`src/rtl/chip8_pkg.sv`:
```
// rtl/chip8_pkg.sv - shared CHIP-8 encodings, memory sequencer states and defaults
package chip8_pkg;

  localparam int ADDR_WIDTH_DEF  = 12;
  localparam int ACK_TIMEOUT_DEF = 15;

  typedef enum logic [1:0] {
    OP_FETCH = 2'b00,
    OP_LOAD  = 2'b01,
    OP_STORE = 2'b10,
    OP_RSVD  = 2'b11
  } op_t;

  typedef enum logic [2:0] {
    IDLE,
    RD_REQ,
    RD_WAIT,
    ST_RD,
    ST_WR,
    DONE
  } state_t;

endpackage

```
`src/rtl/mem_sequencer_if.sv`:
```
// rtl/mem_sequencer_if.sv - command, memory-port and register-file signals of the memory sequencer
interface mem_sequencer_if #(
  parameter int ADDR_WIDTH = chip8_pkg::ADDR_WIDTH_DEF
);

  logic                  cmd_valid;
  logic                  cmd_ready;
  logic [1:0]            cmd_op;
  logic [ADDR_WIDTH-1:0] cmd_addr;
  logic [3:0]            cmd_count;
  logic                  done;
  logic                  err;
  logic [15:0]           opcode;

  logic                  mem_read;
  logic [ADDR_WIDTH-1:0] mem_read_addr;
  logic [7:0]            mem_read_data;
  logic                  mem_read_ack;
  logic                  mem_write;
  logic [ADDR_WIDTH-1:0] mem_write_addr;
  logic [7:0]            mem_write_data;

  logic [3:0]            reg_addr;
  logic [7:0]            reg_rdata;
  logic                  reg_we;
  logic [7:0]            reg_wdata;

  modport master (
    input  cmd_valid, cmd_op, cmd_addr, cmd_count,
    input  mem_read_data, mem_read_ack, reg_rdata,
    output cmd_ready, done, err, opcode,
    output mem_read, mem_read_addr, mem_write, mem_write_addr, mem_write_data,
    output reg_addr, reg_we, reg_wdata
  );

  modport slave (
    output cmd_valid, cmd_op, cmd_addr, cmd_count,
    output mem_read_data, mem_read_ack, reg_rdata,
    input  cmd_ready, done, err, opcode,
    input  mem_read, mem_read_addr, mem_write, mem_write_addr, mem_write_data,
    input  reg_addr, reg_we, reg_wdata
  );

endinterface

```
`src/rtl/mem_sequencer.sv`:
```
// rtl/mem_sequencer.sv - CHIP-8 memory port initiator: opcode fetch, FX65 load, FX55 store
module mem_sequencer
  import chip8_pkg::*;
#(
  parameter int ADDR_WIDTH  = ADDR_WIDTH_DEF,
  parameter int ACK_TIMEOUT = ACK_TIMEOUT_DEF
) (
  input  logic            clk,
  input  logic            reset,
  mem_sequencer_if.master bus
);

  localparam int TW = (ACK_TIMEOUT < 2) ? 1 : $clog2(ACK_TIMEOUT + 1);

  state_t                state;
  op_t                   op_q;
  logic [ADDR_WIDTH-1:0] base_q;
  logic [3:0]            idx_q;
  logic [3:0]            last_q;
  logic [TW-1:0]         timer_q;
  logic [7:0]            hi_q;

  logic                  cmd_ready_q;
  logic                  done_q;
  logic                  err_q;
  logic [15:0]           opcode_q;
  logic                  mem_read_q;
  logic [ADDR_WIDTH-1:0] mem_read_addr_q;
  logic                  mem_write_q;
  logic [ADDR_WIDTH-1:0] mem_write_addr_q;
  logic [7:0]            mem_write_data_q;
  logic [3:0]            reg_addr_q;
  logic                  reg_we_q;
  logic [7:0]            reg_wdata_q;

  logic [ADDR_WIDTH-1:0] cur_addr;
  logic [ADDR_WIDTH-1:0] nxt_addr;
  op_t                   cmd_op_t;

  // Address arithmetic wraps naturally at the address width.
  assign cur_addr = base_q + ADDR_WIDTH'(idx_q);
  assign nxt_addr = cur_addr + ADDR_WIDTH'(1);
  assign cmd_op_t = op_t'(bus.cmd_op);

  always_ff @(posedge clk) begin
    if (reset) begin
      state            <= IDLE;
      op_q             <= OP_FETCH;
      base_q           <= '0;
      idx_q            <= '0;
      last_q           <= '0;
      timer_q          <= '0;
      hi_q             <= '0;
      cmd_ready_q      <= 1'b0;
      done_q           <= 1'b0;
      err_q            <= 1'b0;
      opcode_q         <= '0;
      mem_read_q       <= 1'b0;
      mem_read_addr_q  <= '0;
      mem_write_q      <= 1'b0;
      mem_write_addr_q <= '0;
      mem_write_data_q <= '0;
      reg_addr_q       <= '0;
      reg_we_q         <= 1'b0;
      reg_wdata_q      <= '0;
    end else begin
      mem_read_q  <= 1'b0;
      mem_write_q <= 1'b0;
      reg_we_q    <= 1'b0;
      done_q      <= 1'b0;
      err_q       <= 1'b0;

      case (state)
        IDLE: begin
          cmd_ready_q <= 1'b1;
          if (bus.cmd_valid && cmd_ready_q) begin
            cmd_ready_q <= 1'b0;
            op_q        <= cmd_op_t;
            base_q      <= bus.cmd_addr;
            idx_q       <= '0;
            timer_q     <= '0;
            // A fetch is modelled as a two-byte load into the opcode register.
            last_q      <= (cmd_op_t == OP_FETCH) ? 4'd1 : bus.cmd_count;
            case (cmd_op_t)
              OP_FETCH, OP_LOAD: begin
                state           <= RD_REQ;
                mem_read_q      <= 1'b1;
                mem_read_addr_q <= bus.cmd_addr;
              end
              OP_STORE: begin
                state      <= ST_RD;
                reg_addr_q <= '0;
              end
              default: begin
                state  <= DONE;
                done_q <= 1'b1;
                err_q  <= 1'b1;
              end
            endcase
          end
        end

        RD_REQ: begin
          state   <= RD_WAIT;
          timer_q <= timer_q + TW'(1);
        end

        RD_WAIT: begin
          if (bus.mem_read_ack) begin
            if (op_q == OP_FETCH) begin
              if (idx_q == 4'd0) hi_q <= bus.mem_read_data;
              else               opcode_q <= {hi_q, bus.mem_read_data};
            end else begin
              reg_we_q    <= 1'b1;
              reg_addr_q  <= idx_q;
              reg_wdata_q <= bus.mem_read_data;
            end
            if (idx_q == last_q) begin
              state  <= DONE;
              done_q <= 1'b1;
            end else begin
              idx_q           <= idx_q + 4'd1;
              state           <= RD_REQ;
              mem_read_q      <= 1'b1;
              mem_read_addr_q <= nxt_addr;
              timer_q         <= '0;
            end
          end else if (timer_q >= TW'(ACK_TIMEOUT - 1)) begin
            state  <= DONE;
            done_q <= 1'b1;
            err_q  <= 1'b1;
          end else begin
            timer_q <= timer_q + TW'(1);
          end
        end

        ST_RD: begin
          state            <= ST_WR;
          mem_write_q      <= 1'b1;
          mem_write_addr_q <= cur_addr;
          mem_write_data_q <= bus.reg_rdata;
        end

        ST_WR: begin
          if (idx_q == last_q) begin
            state  <= DONE;
            done_q <= 1'b1;
          end else begin
            idx_q      <= idx_q + 4'd1;
            reg_addr_q <= idx_q + 4'd1;
            state      <= ST_RD;
          end
        end

        DONE: begin
          state       <= IDLE;
          cmd_ready_q <= 1'b1;
        end

        default: state <= IDLE;
      endcase
    end
  end

  assign bus.cmd_ready      = cmd_ready_q;
  assign bus.done           = done_q;
  assign bus.err            = err_q;
  assign bus.opcode         = opcode_q;
  assign bus.mem_read       = mem_read_q;
  assign bus.mem_read_addr  = mem_read_addr_q;
  assign bus.mem_write      = mem_write_q;
  assign bus.mem_write_addr = mem_write_addr_q;
  assign bus.mem_write_data = mem_write_data_q;
  assign bus.reg_addr       = reg_addr_q;
  assign bus.reg_we         = reg_we_q;
  assign bus.reg_wdata      = reg_wdata_q;

endmodule

```
`src/flat_wrapper.sv`:
```
// flat-port wrapper written by rule: the top's interface ports become plain ports
module mem_sequencer_flat import chip8_pkg::*;
#(
  parameter int ADDR_WIDTH  = ADDR_WIDTH_DEF,
  parameter int ACK_TIMEOUT = ACK_TIMEOUT_DEF
)
  (clk, reset, bus_cmd_valid, bus_cmd_op, bus_cmd_addr, bus_cmd_count, bus_mem_read_data, bus_mem_read_ack, bus_reg_rdata, bus_cmd_ready, bus_done, bus_err, bus_opcode, bus_mem_read, bus_mem_read_addr, bus_mem_write, bus_mem_write_addr, bus_mem_write_data, bus_reg_addr, bus_reg_we, bus_reg_wdata);
  mem_sequencer_if #(.ADDR_WIDTH(ADDR_WIDTH)) bus_i ();
  input  logic clk;
  input  logic reset;
  input wire logic [$bits(bus_i.cmd_valid)-1:0] bus_cmd_valid;
  input wire logic [$bits(bus_i.cmd_op)-1:0] bus_cmd_op;
  input wire logic [$bits(bus_i.cmd_addr)-1:0] bus_cmd_addr;
  input wire logic [$bits(bus_i.cmd_count)-1:0] bus_cmd_count;
  input wire logic [$bits(bus_i.mem_read_data)-1:0] bus_mem_read_data;
  input wire logic [$bits(bus_i.mem_read_ack)-1:0] bus_mem_read_ack;
  input wire logic [$bits(bus_i.reg_rdata)-1:0] bus_reg_rdata;
  output wire logic [$bits(bus_i.cmd_ready)-1:0] bus_cmd_ready;
  output wire logic [$bits(bus_i.done)-1:0] bus_done;
  output wire logic [$bits(bus_i.err)-1:0] bus_err;
  output wire logic [$bits(bus_i.opcode)-1:0] bus_opcode;
  output wire logic [$bits(bus_i.mem_read)-1:0] bus_mem_read;
  output wire logic [$bits(bus_i.mem_read_addr)-1:0] bus_mem_read_addr;
  output wire logic [$bits(bus_i.mem_write)-1:0] bus_mem_write;
  output wire logic [$bits(bus_i.mem_write_addr)-1:0] bus_mem_write_addr;
  output wire logic [$bits(bus_i.mem_write_data)-1:0] bus_mem_write_data;
  output wire logic [$bits(bus_i.reg_addr)-1:0] bus_reg_addr;
  output wire logic [$bits(bus_i.reg_we)-1:0] bus_reg_we;
  output wire logic [$bits(bus_i.reg_wdata)-1:0] bus_reg_wdata;
  assign bus_i.cmd_valid = bus_cmd_valid;
  assign bus_i.cmd_op = bus_cmd_op;
  assign bus_i.cmd_addr = bus_cmd_addr;
  assign bus_i.cmd_count = bus_cmd_count;
  assign bus_i.mem_read_data = bus_mem_read_data;
  assign bus_i.mem_read_ack = bus_mem_read_ack;
  assign bus_i.reg_rdata = bus_reg_rdata;
  assign bus_cmd_ready = bus_i.cmd_ready;
  assign bus_done = bus_i.done;
  assign bus_err = bus_i.err;
  assign bus_opcode = bus_i.opcode;
  assign bus_mem_read = bus_i.mem_read;
  assign bus_mem_read_addr = bus_i.mem_read_addr;
  assign bus_mem_write = bus_i.mem_write;
  assign bus_mem_write_addr = bus_i.mem_write_addr;
  assign bus_mem_write_data = bus_i.mem_write_data;
  assign bus_reg_addr = bus_i.reg_addr;
  assign bus_reg_we = bus_i.reg_we;
  assign bus_reg_wdata = bus_i.reg_wdata;
  mem_sequencer #(.ADDR_WIDTH(ADDR_WIDTH), .ACK_TIMEOUT(ACK_TIMEOUT)) u_core (.clk(clk), .reset(reset), .bus(bus_i));
endmodule
```
`config.mk`:
```
export PLATFORM = sky130hd
export DESIGN_NAME = mem_sequencer_flat
export DESIGN_NICKNAME = d
export VERILOG_FILES = /design/src/rtl/chip8_pkg.sv /design/src/rtl/mem_sequencer_if.sv /design/src/rtl/mem_sequencer.sv /design/src/flat_wrapper.sv
export SDC_FILE = /design/constraint.sdc
export NUM_CORES = 1
export LEC_CHECK = 0
export CORE_ASPECT_RATIO = 1.2
export CORE_UTILIZATION = 51
export CTS_CLUSTER_DIAMETER = 100
export CTS_CLUSTER_SIZE = 25
export DETAILED_ROUTE_END_ITERATION = 12
export PLACE_DENSITY = 0.77
export SETUP_SLACK_MARGIN = 0.02
export SYNTH_ARGS = -nofsm -noshare
export SYNTH_HDL_FRONTEND = slang
export SYNTH_SLANG_ARGS = --single-unit
```
`constraint.sdc`:
```
create_clock -name clk -period 3.6 [get_ports clk]
set_input_delay 0.36 -clock clk [delete_from_list [all_inputs] [get_ports clk]]
set_output_delay 0.36 -clock clk [all_outputs]
set_load 0.005 [all_outputs]
```
==> impl_metrics.yaml <==
run_status:
  run_status: "finished clean"
route:
  dr.pass1.iters: 5
  vias: 4404
  vias_per_cell: 5.58
  antenna_left: 0
  drc_errors: 0
  drt-initial-drc-count: 243
  wl_per_cell_um: 15.8
  routed_wl_mm: 12.4
die:
  die_h_um: 107
  core_sq_um: 8990
  fp-row-count: 38
  die-area_sq_um: 9610
  initial_core_util_pct: 52.3
  ios: 104
  dieWidth_um: 89.7
synthesis:
  seq_area_frac_synth_pct: 43.9
  syn_nets: 619
  yosysUniqueCellTypes: 57
  synth_top_area_cell: "dfxtp_1"
  synthArstFlopShare_pct: 0
  yosys_warnings: 0
  synth_area_sq_um: 4700
  synth_edf_count: 0
  syn_inst: 571
  synth.most_common_cell: "nand2_1"
  ys_top_cells_by_area: "dfxtp_1, nand2_1, a21oi_1"
  synth_seq_cells: 103
  synth_top_area_share_pct: 43.9
  syn_avg_cell_area_sq_um: 8.23
  synth.top_cells.by_count: "nand2_1, dfxtp_1, a21oi_1"
  ys.flop_type: "dfxtp_1"
finish:
  fillCellCount: 750
  multi_input_area_sq_um: 2460
  ff_latch_area_sq_um: 2060
  layout.nets: 712
  stdcell_count: 789
  diodes: 0
  areaGrowthSynthToFinish_pct: 28.3
  final_layout_size_suffix_gt1_share_pct: 6.58
clocking:
  postCtsSetupRepairBufs: 0
  htree_levels: 3
  numCtsBuffers: 9
  clk_pin_slew_ps: 90
  root_buffer: "clkbuf_8"
  clockBufferDepth: 2
  clock_sinks: 103
  hold_buffers: 0
  insertion_delay_ps: 370
  cts_tree: "done"
  postCtsResizedCells: 0
worst_hold_path:
  holdPathStages: 2
  hold_class: "reg2reg"
setup_path:
  crit_path_end_kind: "flop"
  worst-setup-path-type: "reg2reg"
  cp_slowest_cell: "or4_1"
  reg2reg_slack_ps: 750
  critPathRequiredTime_ps: 3830
  path_cells: "ha_1, a21oi_4, o21a_2, mux2i_1, o2111ai_1, or4_1, nand3_1, a31oi_1"
  cp-start-kind: "flop"
  cp_max_fo: 8
  cpPeakStageDelay_ps: 560
  reg2regPathDepth: 8
  critPathArrivalTime_ps: 3080
power:
  pwr-share-seq_pct: 43.0
  leakage_nw: 2.14
  max-vdd-ir-drop_uv: 304
  clkPwrFrac_pct: 24.1
  switching_share_pct: 35.1
  powerDensity_nw_per_um2: 560
  fin_total_pwr_mw: 3.38
  p_sw_mw: 1.19
  p_comb_share_pct: 32.9
  internal_power_mw: 2.19
grt:
  grt_pass1_wl_mm: 20.4
  grt.overflow.total: 0
  grt_use_met3_pct: 5.54
  antenna_found_initial: 0
  grt_max_degree: 58
  grt_pass1_vias: 4234
  grtUsageMet1_pct: 33.2
  grt_usage_pct: 27.4
  grtUsageMet2_pct: 46.2
  grt-busiest-layer: "met2"
sta:
  finalSetupViolCount: 0
  hold_violations: 0
  worst_slack_ps: 751
  max_freq_ghz: 0.351
  min_period_ps: 2850
  rsz0062_at_grt: "false"
  fin_crit_sh_pct: 79.1
  drv_slew: 0
  slew_headroom_pct: 47.5
  finalClockSkew_ps: 9.02
  tns_ps: 0
  max_slew.worst_pin.slew_ps: 780
placement:
  io_buffers: 103
  dpl.cell_count: 773
  place_worst_setup_slack_ps: 787
  place.gp.congestion: 0.869
  post-dp-hpwl_mm: 8.80
run:
  cap_viol_max_count: 0
[critical path: cells and delay by family, from the launching register on]
family | cells | cell delay [ps]
simple gates | 2 | 660
fa+ha+maj | 1 | 390
mux | 1 | 350
flops | 1 | 470
compound gates | 4 | 850
[cell type report]
cell class | instances | area share, %
Sequential cell | 103 | 34.2
Tap cell | 120 | 2.49
Multi-Input combinational cell | 429 | 40.8
Clock inverter | 5 | 1.33
Inverter | 9 | 0.560
Clock buffer | 11 | 2.51
Timing Repair Buffer | 112 | 18.1
[cell usage in the layout, fill, tap and decap left out, drive strengths merged, types with 2 or more instances in the layout]
master	instances
a211o	2
a211oi	13
a21oi	66
a311oi	5
a31oi	5
and2	2
and3	2
and4	2
buf	10
bufinv	2
clkbuf	11
clkdlybuf4s50	102
clkinvlp	2
dfxtp	103
ha	9
inv	9
mux2i	21
nand2	122
nand2b	3
nand3	16
nand3b	2
nand4	8
nor2	63
nor3	12
nor3b	3
nor4	5
o2111ai	2
o211ai	6
o21a	2
o21ai	14
o221ai	2
o22ai	3
or4	2
xnor2	9
xor2	16
[sequential cells by signal, summed over array words and instances, names as in the netlist, 2 cells and up]
signal,count
u_core.bus.reg_wdata,8
u_core.bus.reg_addr,4
u_core.bus.mem_write_addr,12
u_core.bus.opcode,16
u_core.bus.mem_write_data,8
u_core.bus.mem_read_addr,12
u_core.state,3
u_core.idx_q,4
u_core.hi_q,8
u_core.timer_q,4
u_core.last_q,4
u_core.op_q,2
u_core.base_q,12
[metal layers]
metal / routed length [um] / part of all wire [%]
met4: 245 / 2.0
met1: 5130 / 41
met3: 852 / 6.9
met2: 6200 / 50
met5: 0 / 0
[metrics by stage]
stage,util (%),hold slack [ps],instance area (sq um)
finish,67.1,454,6030
CTS,67.1,460,6030
global route,67.1,472,6030
floorplan,-,432,4700
global placement,64.6,438,5800
detailed placement,64.6,446,5800
[kinds of logic (layout without fill, tap and decap cells)]
family | Yosys count | count (layout) | synth area share, %
flops | 103 | 103 | 43.9
compound gates | 126 | 126 | 16.6
fa+ha+maj | 10 | 10 | 2.82
xor+xnor | 25 | 25 | 4.82
simple gates | 247 | 247 | 23.4
mux | 21 | 21 | 4.47
buf+inv | 39 | 137 | 4.04
[power by group through the flow]
stage               Sequential, mW  Clock, mW  Combinational (mW)
finish                        1.45      0.815                1.11
global route                  1.47      0.870                1.23
CTS                           1.44      0.835                1.11
detailed placement            1.47          0                1.10
global placement              1.46          0                1.07
floorplan                     1.40          0               0.745
[worst paths after layout]
check | endpoint | start
setup / recovery | u_core.bus.mem_read_addr[10] | u_core.idx_q[3]
setup reg to reg | u_core.bus.mem_read_addr[10] | u_core.idx_q[3]
hold / removal | u_core.bus.mem_read_addr[3] | u_core.bus.mem_read_addr[3]
hold reg to reg | u_core.bus.mem_read_addr[3] | u_core.bus.mem_read_addr[3]
Note: power is estimated with default switching activity, not from simulation.
